<file path="config.mk">
export PLATFORM = sky130hd
export DESIGN_NAME = mem_port_arbiter
export DESIGN_NICKNAME = d
export VERILOG_FILES = /design/src/rtl/mem_port_arbiter.sv
export SDC_FILE = /design/constraint.sdc
export NUM_CORES = 1
export LEC_CHECK = 0
export ABC_CLOCK_PERIOD_IN_PS = 6760
export BUFFER_PORTS_ARGS = -buffer_cell sky130_fd_sc_hd__buf_2
export CORE_ASPECT_RATIO = 1.1
export CORE_MARGIN = 2
export CORE_UTILIZATION = 50
export DETAILED_ROUTE_END_ITERATION = 8
export GPL_TIMING_DRIVEN = 0
export PLACE_DENSITY = 0.84
export SLEW_MARGIN = 30
export SYNTH_ARGS = -nofsm -noshare
export SYNTH_HDL_FRONTEND = slang
export SYNTH_SLANG_ARGS = --single-unit
</file>
<file path="constraint.sdc">
create_clock -name clk -period 6.76 [get_ports clk]
set_clock_uncertainty 0.2 [all_clocks]
set_input_delay 0.676 -clock clk [delete_from_list [all_inputs] [get_ports clk]]
set_output_delay 0.676 -clock clk [all_outputs]
set_load 0.01 [all_outputs]
</file>
<file path="src/rtl/mem_port_arbiter.sv">
// rtl/mem_port_arbiter.sv - IF/MEM port arbiter for a single-ported fixed-latency unified memory
module mem_port_arbiter #(
    parameter int ADDR_W     = 32,
    parameter int DATA_W     = 32,
    parameter int MEM_LAT    = 2,
    parameter int STARVE_MAX = 4
) (
    input  logic              clk,
    input  logic              rst_n,
    input  logic              if_req,
    input  logic [ADDR_W-1:0] if_addr,
    output logic [DATA_W-1:0] if_rdata,
    output logic              if_valid,
    output logic              if_stall,
    input  logic              dm_req,
    input  logic              dm_we,
    input  logic [ADDR_W-1:0] dm_addr,
    input  logic [DATA_W-1:0] dm_wdata,
    output logic [DATA_W-1:0] dm_rdata,
    output logic              dm_valid,
    output logic              dm_stall,
    output logic              mem_en,
    output logic              mem_we,
    output logic [ADDR_W-1:0] mem_addr,
    output logic [DATA_W-1:0] mem_wdata,
    input  logic [DATA_W-1:0] mem_rdata
);

    localparam int SW = $clog2(STARVE_MAX + 1);
    localparam logic [SW-1:0] SMAX = SW'(STARVE_MAX);

    typedef enum logic [1:0] {S_IDLE, S_ISSUE, S_WAIT, S_RESP} state_t;

    state_t            state, state_nx;
    logic              owner_dm;
    logic              lat_we;
    logic [ADDR_W-1:0] lat_addr;
    logic [DATA_W-1:0] lat_wdata;
    logic [3:0]        cnt;
    logic [SW-1:0]     starve_cnt;
    logic              starve_hit;
    logic              grant_dm;
    logic              grant_if;

    // A pending fetch overrides data priority once data has won STARVE_MAX times in a row
    assign starve_hit = if_req && (starve_cnt == SMAX);
    assign grant_dm   = (state == S_IDLE) && dm_req && !starve_hit;
    assign grant_if   = (state == S_IDLE) && !grant_dm && if_req;

    always_ff @(posedge clk or negedge rst_n) begin
        if (!rst_n) state <= S_IDLE;
        else        state <= state_nx;
    end

    always_comb begin
        state_nx = state;
        case (state)
            S_IDLE:  if (grant_dm || grant_if) state_nx = S_ISSUE;
            S_ISSUE: state_nx = S_WAIT;
            S_WAIT:  if (cnt == 4'd1) state_nx = S_RESP;
            S_RESP:  state_nx = S_IDLE;
            default: state_nx = S_IDLE;
        endcase
    end

    always_ff @(posedge clk or negedge rst_n) begin
        if (!rst_n) begin
            owner_dm   <= 1'b0;
            lat_we     <= 1'b0;
            lat_addr   <= '0;
            lat_wdata  <= '0;
            cnt        <= '0;
            starve_cnt <= '0;
            if_rdata   <= '0;
            dm_rdata   <= '0;
        end else begin
            case (state)
                S_IDLE: begin
                    if (grant_dm) begin
                        owner_dm  <= 1'b1;
                        lat_we    <= dm_we;
                        lat_addr  <= dm_addr;
                        lat_wdata <= dm_wdata;
                        if (!if_req)                 starve_cnt <= '0;
                        else if (starve_cnt != SMAX) starve_cnt <= starve_cnt + SW'(1);
                    end else if (grant_if) begin
                        owner_dm   <= 1'b0;
                        lat_we     <= 1'b0;
                        lat_addr   <= if_addr;
                        starve_cnt <= '0;
                    end
                end
                S_ISSUE: cnt <= 4'(MEM_LAT);
                S_WAIT: begin
                    cnt <= cnt - 4'd1;
                    // Stores never touch the read-data registers
                    if (cnt == 4'd1 && !lat_we) begin
                        if (owner_dm) dm_rdata <= mem_rdata;
                        else          if_rdata <= mem_rdata;
                    end
                end
                default: ;
            endcase
        end
    end

    assign mem_en    = (state == S_ISSUE);
    assign mem_we    = (state == S_ISSUE) && lat_we;
    assign mem_addr  = lat_addr;
    assign mem_wdata = lat_wdata;
    assign if_valid  = (state == S_RESP) && !owner_dm;
    assign dm_valid  = (state == S_RESP) && owner_dm;
    assign if_stall  = if_req && !if_valid;
    assign dm_stall  = dm_req && !dm_valid;

endmodule
</file>
==> out/results.md, run 1 <==
* number of global-route vias before repair: 4,969
* floorplan die width: 108 um
* clk_lat worst skew: 0.42 ns
* starting DRC count in detailed routing: 256
* CP Launch Type: flip-flop
* slew of the pin with the lowest slew margin: 0.607 ns
* Final Setup Violations: 0
* area leader, netlist: sky130_fd_sc_hd__dfrtp_1
* worst IR drop on VDD: 256 uV
* XOR/XNOR share of the synthesized area: 0%
* buffers inserted during post-CTS setup optimization: 0
* dominant synthesized flop cell: sky130_fd_sc_hd__dfrtp_1
* fraction of the mapped netlist area in simple logic gates: 4.47%
* count of non-filler cells in the finished layout: 904
* CTS sink count: 139
* Die Outline Area: 12,800 um2
* wire length of the first global-routing pass: 25,000 um
* final wirelength: 15,900 um
* post-synthesis share of cell area spent on full adders, half adders and majority gates: 1.90%
* Final Slew Violations: 0
* count of unresolved DRC violations after routing: 0
* Data required, critical path: 6.86 ns
* hold-critical path depth: 2
* standard cell area after detailed placement: 7490 um2
* Max Cap Viol: 0
* slowest stage delay, CP: 0.53 ns
* Critical Path, Cell by Cell: inv_1 -> ha_1 -> nand2_1 -> nor2_1 -> buf_2 -> mux2_2
* area of the placeable core: 11,500 um2
* number of antenna violations at the first check in global routing: 0
* clock tree buffer depth: 2
* areal power density over the cells: 468 nW/um2
* share of the synthesized area in compound gates (AO/OA/AOI/OAI): 10.6%
* Synthesis Warnings: 0
* final non-filler cell area: 8070 um2
* Fmax achieved: 379 MHz
* ratio of final minimum period to clock period: 39.0%
* TritonCTS clock tree: built
* count of input and output buffers: 265
* register area share after synthesis: 58.6%
* crit path time final: 2.64 ns
* worst hold path class: in -> reg
* largest net degree at the start of global routing: 89
* synthesized area divided by synthesized cell count: 13.0 um2
* DR vias/cell: 5.32
* area added between synthesis and finish: 35.9%
* Crit-path slowest cell: sky130_fd_sc_hd__nor2_1
* register bit count reported by yosys: 139
* peak fanout along the critical path: 10
* count of unique library cells instantiated by Yosys: 35
* initial standard-cell utilization of the core: 51.4%
* CP Class: reg -> reg
* launch point of the worst path: state[0]$_DFFE_PN0P_
* asr flop ratio synth: 100%
* setup repair after global routing missed its margin: false
* final global-route overflow total: 0
* via total after detailed routing: 4,805
* worst path arrival time: 2.73 ns
* number of top-level pins: 267
* clock tree root buffer cell: sky130_fd_sc_hd__clkbuf_16
* total power draw: 0.00378 W
* number of nets with antenna violations after detailed routing: 0
* status: complete, no violations
* leakage dissipation: 4.18 nW
* clock slew seen by the registers of the worst setup and hold paths: 0.06 ns
* number of diodes: 0
* endpoint of the lowest-slack register-to-register path: mem_wdata[29]$_DFFE_PN0P_
* dominant combinational cell family by area after synthesis: multiplexers
* Rel. slew slack: 59.4%
* Final GP Congestion: 0.925
* startpoint of the most critical register-to-register path: state[0]$_DFFE_PN0P_
* post-detailed-route wirelength per cell: 17.6 um
* proportion of layout cells with a drive suffix above 1: 53.7%
* ranking of synthesized cells by area: sky130_fd_sc_hd__dfrtp_1 59%, sky130_fd_sc_hd__mux2_2 13%, sky130_fd_sc_hd__mux2_4 7.6%, sky130_fd_sc_hd__a31oi_1 3.4%, sky130_fd_sc_hd__a21oi_1 2.9%
* clock buffer count from CTS: 17
* half-perimeter wire length of the detailed placement result: 11,700 um
* number of nets produced by synthesis: 598
* Total Nets Final: 884
* setup total negative slack: 0 ns
* Pre-antenna DRT Iters: 5
* H-tree Lvls: 4
* post-synthesis cell count: 456
* vertical die dimension: 118 um
* beginning of the worst hold path: dm_we
* placed insts: 872
* Hold Vio Cnt, Final: 0
* total track usage: 25.5%
* worst reg-to-reg setup slack: 4.12 ns
* path depth of the worst reg2reg path: 6
* Crit. End Element: flip-flop
* multiplexer share of the synthesized area: 20.6%
* site row count: 41
* number of enable-type register cells in the synthesized netlist: 0
* netlist area before placement: 5940 um2
* count of fill cells added during filler insertion: 815
* Worst Hold Path EP: lat_we$_DFFE_PN0P_
* top cell type's share of synthesized area: 58.6%
report_power, final:
| part | total, W | switching [W] | internal [W] |
|---|---|---|---|
| clock | 0.000902 | 0.000335 | 0.000566 |
| sequential | 0.00143 | 0.000218 | 0.00121 |
| combinational | 0.00144 | 0.000747 | 0.000698 |
kinds of logic (layout without fill, tap and decap cells):
| family | Yosys count | in the layout |
|---|---|---|
| flops | 139 | 139 |
| compound gates | 111 | 111 |
| mux | 99 | 99 |
| simple gates | 55 | 55 |
| buf+inv | 43 | 341 |
| fa+ha+maj | 9 | 9 |
final cells by class:
class	count	area, um2	area share (%)
flip-flops and latches	139	3480	43.1
plain buffers	32	184	2.28
multi-input cells	274	2230	27.7
inverters	11	41.3	0.512
clock buffers	23	478	5.92
well taps	150	188	2.33
clock inverters	8	92.6	1.15
repair buffers	267	1370	17.0
layout by cell type, fill, tap and decap left out, types with 5 or more instances in the layout:
| cell type | n |
|---|---|
| sky130_fd_sc_hd__inv_1 | 11 |
| sky130_fd_sc_hd__clkbuf_1 | 25 |
| sky130_fd_sc_hd__buf_2 | 270 |
| sky130_fd_sc_hd__mux2_4 | 30 |
| sky130_fd_sc_hd__a21oi_1 | 34 |
| sky130_fd_sc_hd__clkbuf_16 | 17 |
| sky130_fd_sc_hd__ha_1 | 9 |
| sky130_fd_sc_hd__dfrtp_1 | 139 |
| sky130_fd_sc_hd__clkinv_2 | 5 |
| sky130_fd_sc_hd__o21ai_0 | 33 |
| sky130_fd_sc_hd__nor2_1 | 37 |
| sky130_fd_sc_hd__mux2_2 | 67 |
| sky130_fd_sc_hd__a31oi_1 | 32 |
synthesized netlist by cell type, types with 2 or more instances:
master / count
sky130_fd_sc_hd__clkbuf_1: 22
sky130_fd_sc_hd__a21oi_1: 34
sky130_fd_sc_hd__nand3_1: 2
sky130_fd_sc_hd__inv_1: 11
sky130_fd_sc_hd__mux2_2: 67
sky130_fd_sc_hd__nor2_1: 37
sky130_fd_sc_hd__ha_1: 9
sky130_fd_sc_hd__dfrtp_1: 139
sky130_fd_sc_hd__mux2i_1: 2
sky130_fd_sc_hd__o21ai_0: 33
sky130_fd_sc_hd__nor2b_1: 2
sky130_fd_sc_hd__mux2_4: 30
sky130_fd_sc_hd__a22o_1: 2
sky130_fd_sc_hd__buf_2: 6
sky130_fd_sc_hd__a31oi_1: 32
sky130_fd_sc_hd__and2_1: 3
sky130_fd_sc_hd__buf_12: 3
sky130_fd_sc_hd__o22ai_1: 3
sky130_fd_sc_hd__nand2_1: 3
layer usage:
| metal | share of wire [%] | global-route usage [%] |
|---|---|---|
| met1 | 38 | 28.7 |
| met5 | 0 | 0 |
| met3 | 8.4 | 8.33 |
| met4 | 1.9 | 9.46 |
| met2 | 51 | 44.7 |
sequential cells by signal, summed over array words and instances, names as in the netlist:
name / count
dm_rdata: 32
mem_addr: 32
owner_dm: 1
state: 2
mem_wdata: 32
cnt: 4
lat_we: 1
if_rdata: 32
starve_cnt: 3
worst max-delay path, delay by kind of cell, from the launching register on:
| kind | cells | cell delay [ns] |
|---|---|---|
| simple gates | 2 | 0.73 |
| fa+ha+maj | 1 | 0.28 |
| buf+inv | 2 | 0.51 |
| flops | 1 | 0.42 |
| mux | 1 | 0.37 |
worst max path at each step:
stage	endpoint	slack, ns	cells past startpoint
after floorplan	mem_wdata[10]$_DFFE_PN0P_	4.40	6
after global placement	mem_addr[12]$_DFFE_PN0P_	3.03	1
after detailed placement	mem_wdata[24]$_DFFE_PN0P_	3.96	6
after CTS	if_rdata[13]$_DFFE_PN0P_	4.10	6
after global routing	mem_wdata[29]$_DFFE_PN0P_	3.95	6
final	mem_wdata[29]$_DFFE_PN0P_	4.12	6
what timing repair did:
item / CTS / global route
hold endpoints to repair: 51 / 0
gates resized for setup: 0 / 0
hold buffers: 1 / 0
stage by stage:
step                hold WS [ns]  worst slack [ns]  util (%)
floorplan                  0.180              4.40         -
global placement           0.283              3.03      64.5
detailed placement         0.291              3.96      64.9
CTS                        0.273              4.10      69.9
global route               0.279              3.95      69.9
finish                     0.285              4.12      69.9
(Power assumes the default switching activity.)
==> run 2, diff against run 1 <==
- ABC_CLOCK_PERIOD_IN_PS: 6760 -> 2600
- CORE_UTILIZATION: 50 -> 47
- PLACE_DENSITY: 0.84 -> 0.8
- clock period: 6.76 -> 2.6 ns (I/O delays scaled with it)
==> out/results.md, run 2 (synthesized netlist as in run 1, its figures left out) <==
* vertical die dimension: 122 um, +3.0%
* area of the placeable core: 12,500 um2, +8.1%
* clock slew seen by the registers of the worst setup and hold paths: 0.06 ns, about the same
* Die Outline Area: 13,500 um2, +6.2%
* starting DRC count in detailed routing: 332, +30%
* total track usage: 28.4%, +2.9 points
* Max Cap Viol: 0, unchanged
* count of input and output buffers: 265, unchanged
* switch share: 35.5%, +1.0 points
* area added between synthesis and finish: 58.6%
* CP Launch Type: flip-flop
* clock tree root buffer cell: sky130_fd_sc_hd__clkbuf_16
* part of the total power dissipated in combinational logic: 39.9%, +1.7 points
* number of antenna violations at the first check in global routing: 0, unchanged
* Data required, critical path: 2.69 ns, -4.17 ns
* Fmax achieved: 406 MHz, +7.1%
* Total Nets Final: 1,015, +15%
* DR vias/cell: 5.42, +2.0%
* largest net degree at the start of global routing: 86, -3.4%
* initial standard-cell utilization of the core: 47.6%, -3.9 points
* Reg power frac: 37.0%, -0.9 points
* final global-route overflow total: 0, unchanged
* Sw Pwr: 0.00361 W, +180%
* crit path time final: 2.46 ns, -0.174 ns
* number of nets with antenna violations after detailed routing: 0, unchanged
* final hold slack: 0.0663 ns, -0.218 ns
* status: complete, no violations
* via total after detailed routing: 5,662, +18%
* number of top-level pins: 267, unchanged
* TritonCTS clock tree: built
* proportion of layout cells with a drive suffix above 1: 46.6%, -7.1 points
* Crit. End Element: flip-flop
* power share of the clock group: 23.1%, -0.8 points
* highest-count cells in the layout ignoring fill and taps: 270 x sky130_fd_sc_hd__buf_2, 139 x sky130_fd_sc_hd__dfrtp_1, 130 x sky130_fd_sc_hd__dlygate4sd3_1
* leakage dissipation: 4.74 nW, +13%
* post-detailed-route wirelength per cell: 18.5 um, +5.4%
* wire length of the first global-routing pass: 30,100 um, +20%
* CP Class: reg -> reg
* setup total negative slack: 0 ns, unchanged
* site row count: 43, +4.9%
* Hold Vio Cnt, Final: 0, unchanged
* worst hold path class: in -> reg
* CTS sink count: 139, unchanged
* leading cell type in the layout, fill and taps excluded: sky130_fd_sc_hd__buf_2
* floorplan die width: 111 um, +3.0%
* final wirelength: 19,400 um, +22%
* Final Slew Violations: 0, unchanged
* number of global-route vias before repair: 6,020, +21%
* met3 demand-to-capacity share in global routing: 8.71%, +0.38 points
* worst IR drop on VDD: 635 uV, +150%
* slew of the pin with the lowest slew margin: 0.572 ns, -0.0349 ns
* Final GP Congestion: 0.927, +0.24%
* count of unresolved DRC violations after routing: 0, unchanged
* half-perimeter wire length of the detailed placement result: 11,300 um, -2.9%
* met1 demand-to-capacity share in global routing: 30.5%, +1.8 points
* clock tree buffer depth: 2, unchanged
* internal power: 0.00658 W, +170%
* peak fanout along the critical path: 10, unchanged
* Rel. slew slack: 61.6%, +2.2 points
* worst path arrival time: 2.55 ns, -0.18 ns
* highest-utilization routing layer at the global route stage: met2
* met2 Usage GRT: 51.5%, +6.8 points
* setup repair after global routing missed its margin: true
* clk_lat worst skew: 0.41 ns, about the same
* H-tree Lvls: 4, unchanged
* areal power density over the cells: 1080 nW/um2, +130%
* ratio of final minimum period to clock period: 94.7%, +56 points
* clock buffer count from CTS: 17, unchanged
* Final Setup Violations: 0, unchanged
* Pre-antenna DRT Iters: 5, unchanged
[run 2: cell types whose count changed in the layout (fill, tap and decap cells not counted), sizes merged, moves of 2 or more]
cell / change
clkbuf: -4
clkinv: +2
buf: +2
dlygate4sd3: +129
inv: +2
[run 2: worst paths after layout]
path / from / to / cells past startpoint / slack, ns
max reg2reg: cnt[1]$_DFFE_PN0P_ / dm_rdata[12]$_DFFE_PN0P_ / 7 / 0.14
max: cnt[1]$_DFFE_PN0P_ / dm_rdata[12]$_DFFE_PN0P_ / 7 / 0.14
max in group asynchronous: rst_n / starve_cnt[0]$_DFFE_PN0P_ / 3 / 1.26
min: if_req / starve_cnt[0]$_DFFE_PN0P_ / 3 / 0.07
min reg2reg: if_rdata[30]$_DFFE_PN0P_ / if_rdata[30]$_DFFE_PN0P_ / 1 / 0.30
min in group asynchronous: rst_n / dm_rdata[5]$_DFFE_PN0P_ / 2 / 0.16
[run 2: final cells by class]
cell class              count  area [um2]
flip-flops and latches    139        3480
inverters                  11        41.3
well taps                 157         196
clock buffers              19         443
fillers                   755        3070
clock inverters            13         143
multi-input cells         274        2240
repair buffers            398        2680
diodes                      1        2.50
plain buffers              32         186
[run 2: metrics by stage]
stage               utilization [%]  worst slack (ns)  std cells  total power [W]  cell area [um2]
finish                         75.4             0.139       1044           0.0102             9410
global route                   75.4           -0.0302       1043           0.0107             9410
CTS                            75.3            0.0340       1041           0.0101             9390
detailed placement             60.1            -0.149        879          0.00747             7500
global placement               59.8            -0.747        878          0.00728             7460
floorplan                         -             0.284        456          0.00586             5940
[run 2: worst max-delay path, cell delays in order (launching register included)]
cell and delay [ns]:
sky130_fd_sc_hd__dfrtp_1 0.39, sky130_fd_sc_hd__inv_1 0.08, sky130_fd_sc_hd__ha_1 0.15, sky130_fd_sc_hd__or3b_4 0.41, sky130_fd_sc_hd__or4b_4 0.50, sky130_fd_sc_hd__buf_6 0.16, sky130_fd_sc_hd__buf_12 0.15, sky130_fd_sc_hd__mux2_4 0.30
[run 2: timing repair]
| item | 4_1_cts | 5_1_grt |
|---|---|---|
| hold buffers | 130 | 0 |
| pin swaps | 0 | 1 |
| gates resized for setup | 2 | 4 |
| setup endpoints to repair | 53 | 38 |
| setup buffers | 0 | 2 |
| endpoints found under the hold margin | 184 | 0 |
[run 2: power by group through the flow]
stage	clock (W)	sequential, W	combinational (W)
2_1_floorplan	0	0.00411	0.00175
3_3_place_gp	0	0.00366	0.00362
3_5_place_dp	0	0.00373	0.00374
4_1_cts	0.00241	0.00371	0.00395
5_1_grt	0.00249	0.00386	0.00438
6_report	0.00236	0.00377	0.00407
[run 2: per-layer routing]
metal	vias up	routed length [um]
li1	2468	-
met1	2752	6930
met2	392	10000
met3	50	1860
met4	0	541
met5	-	0
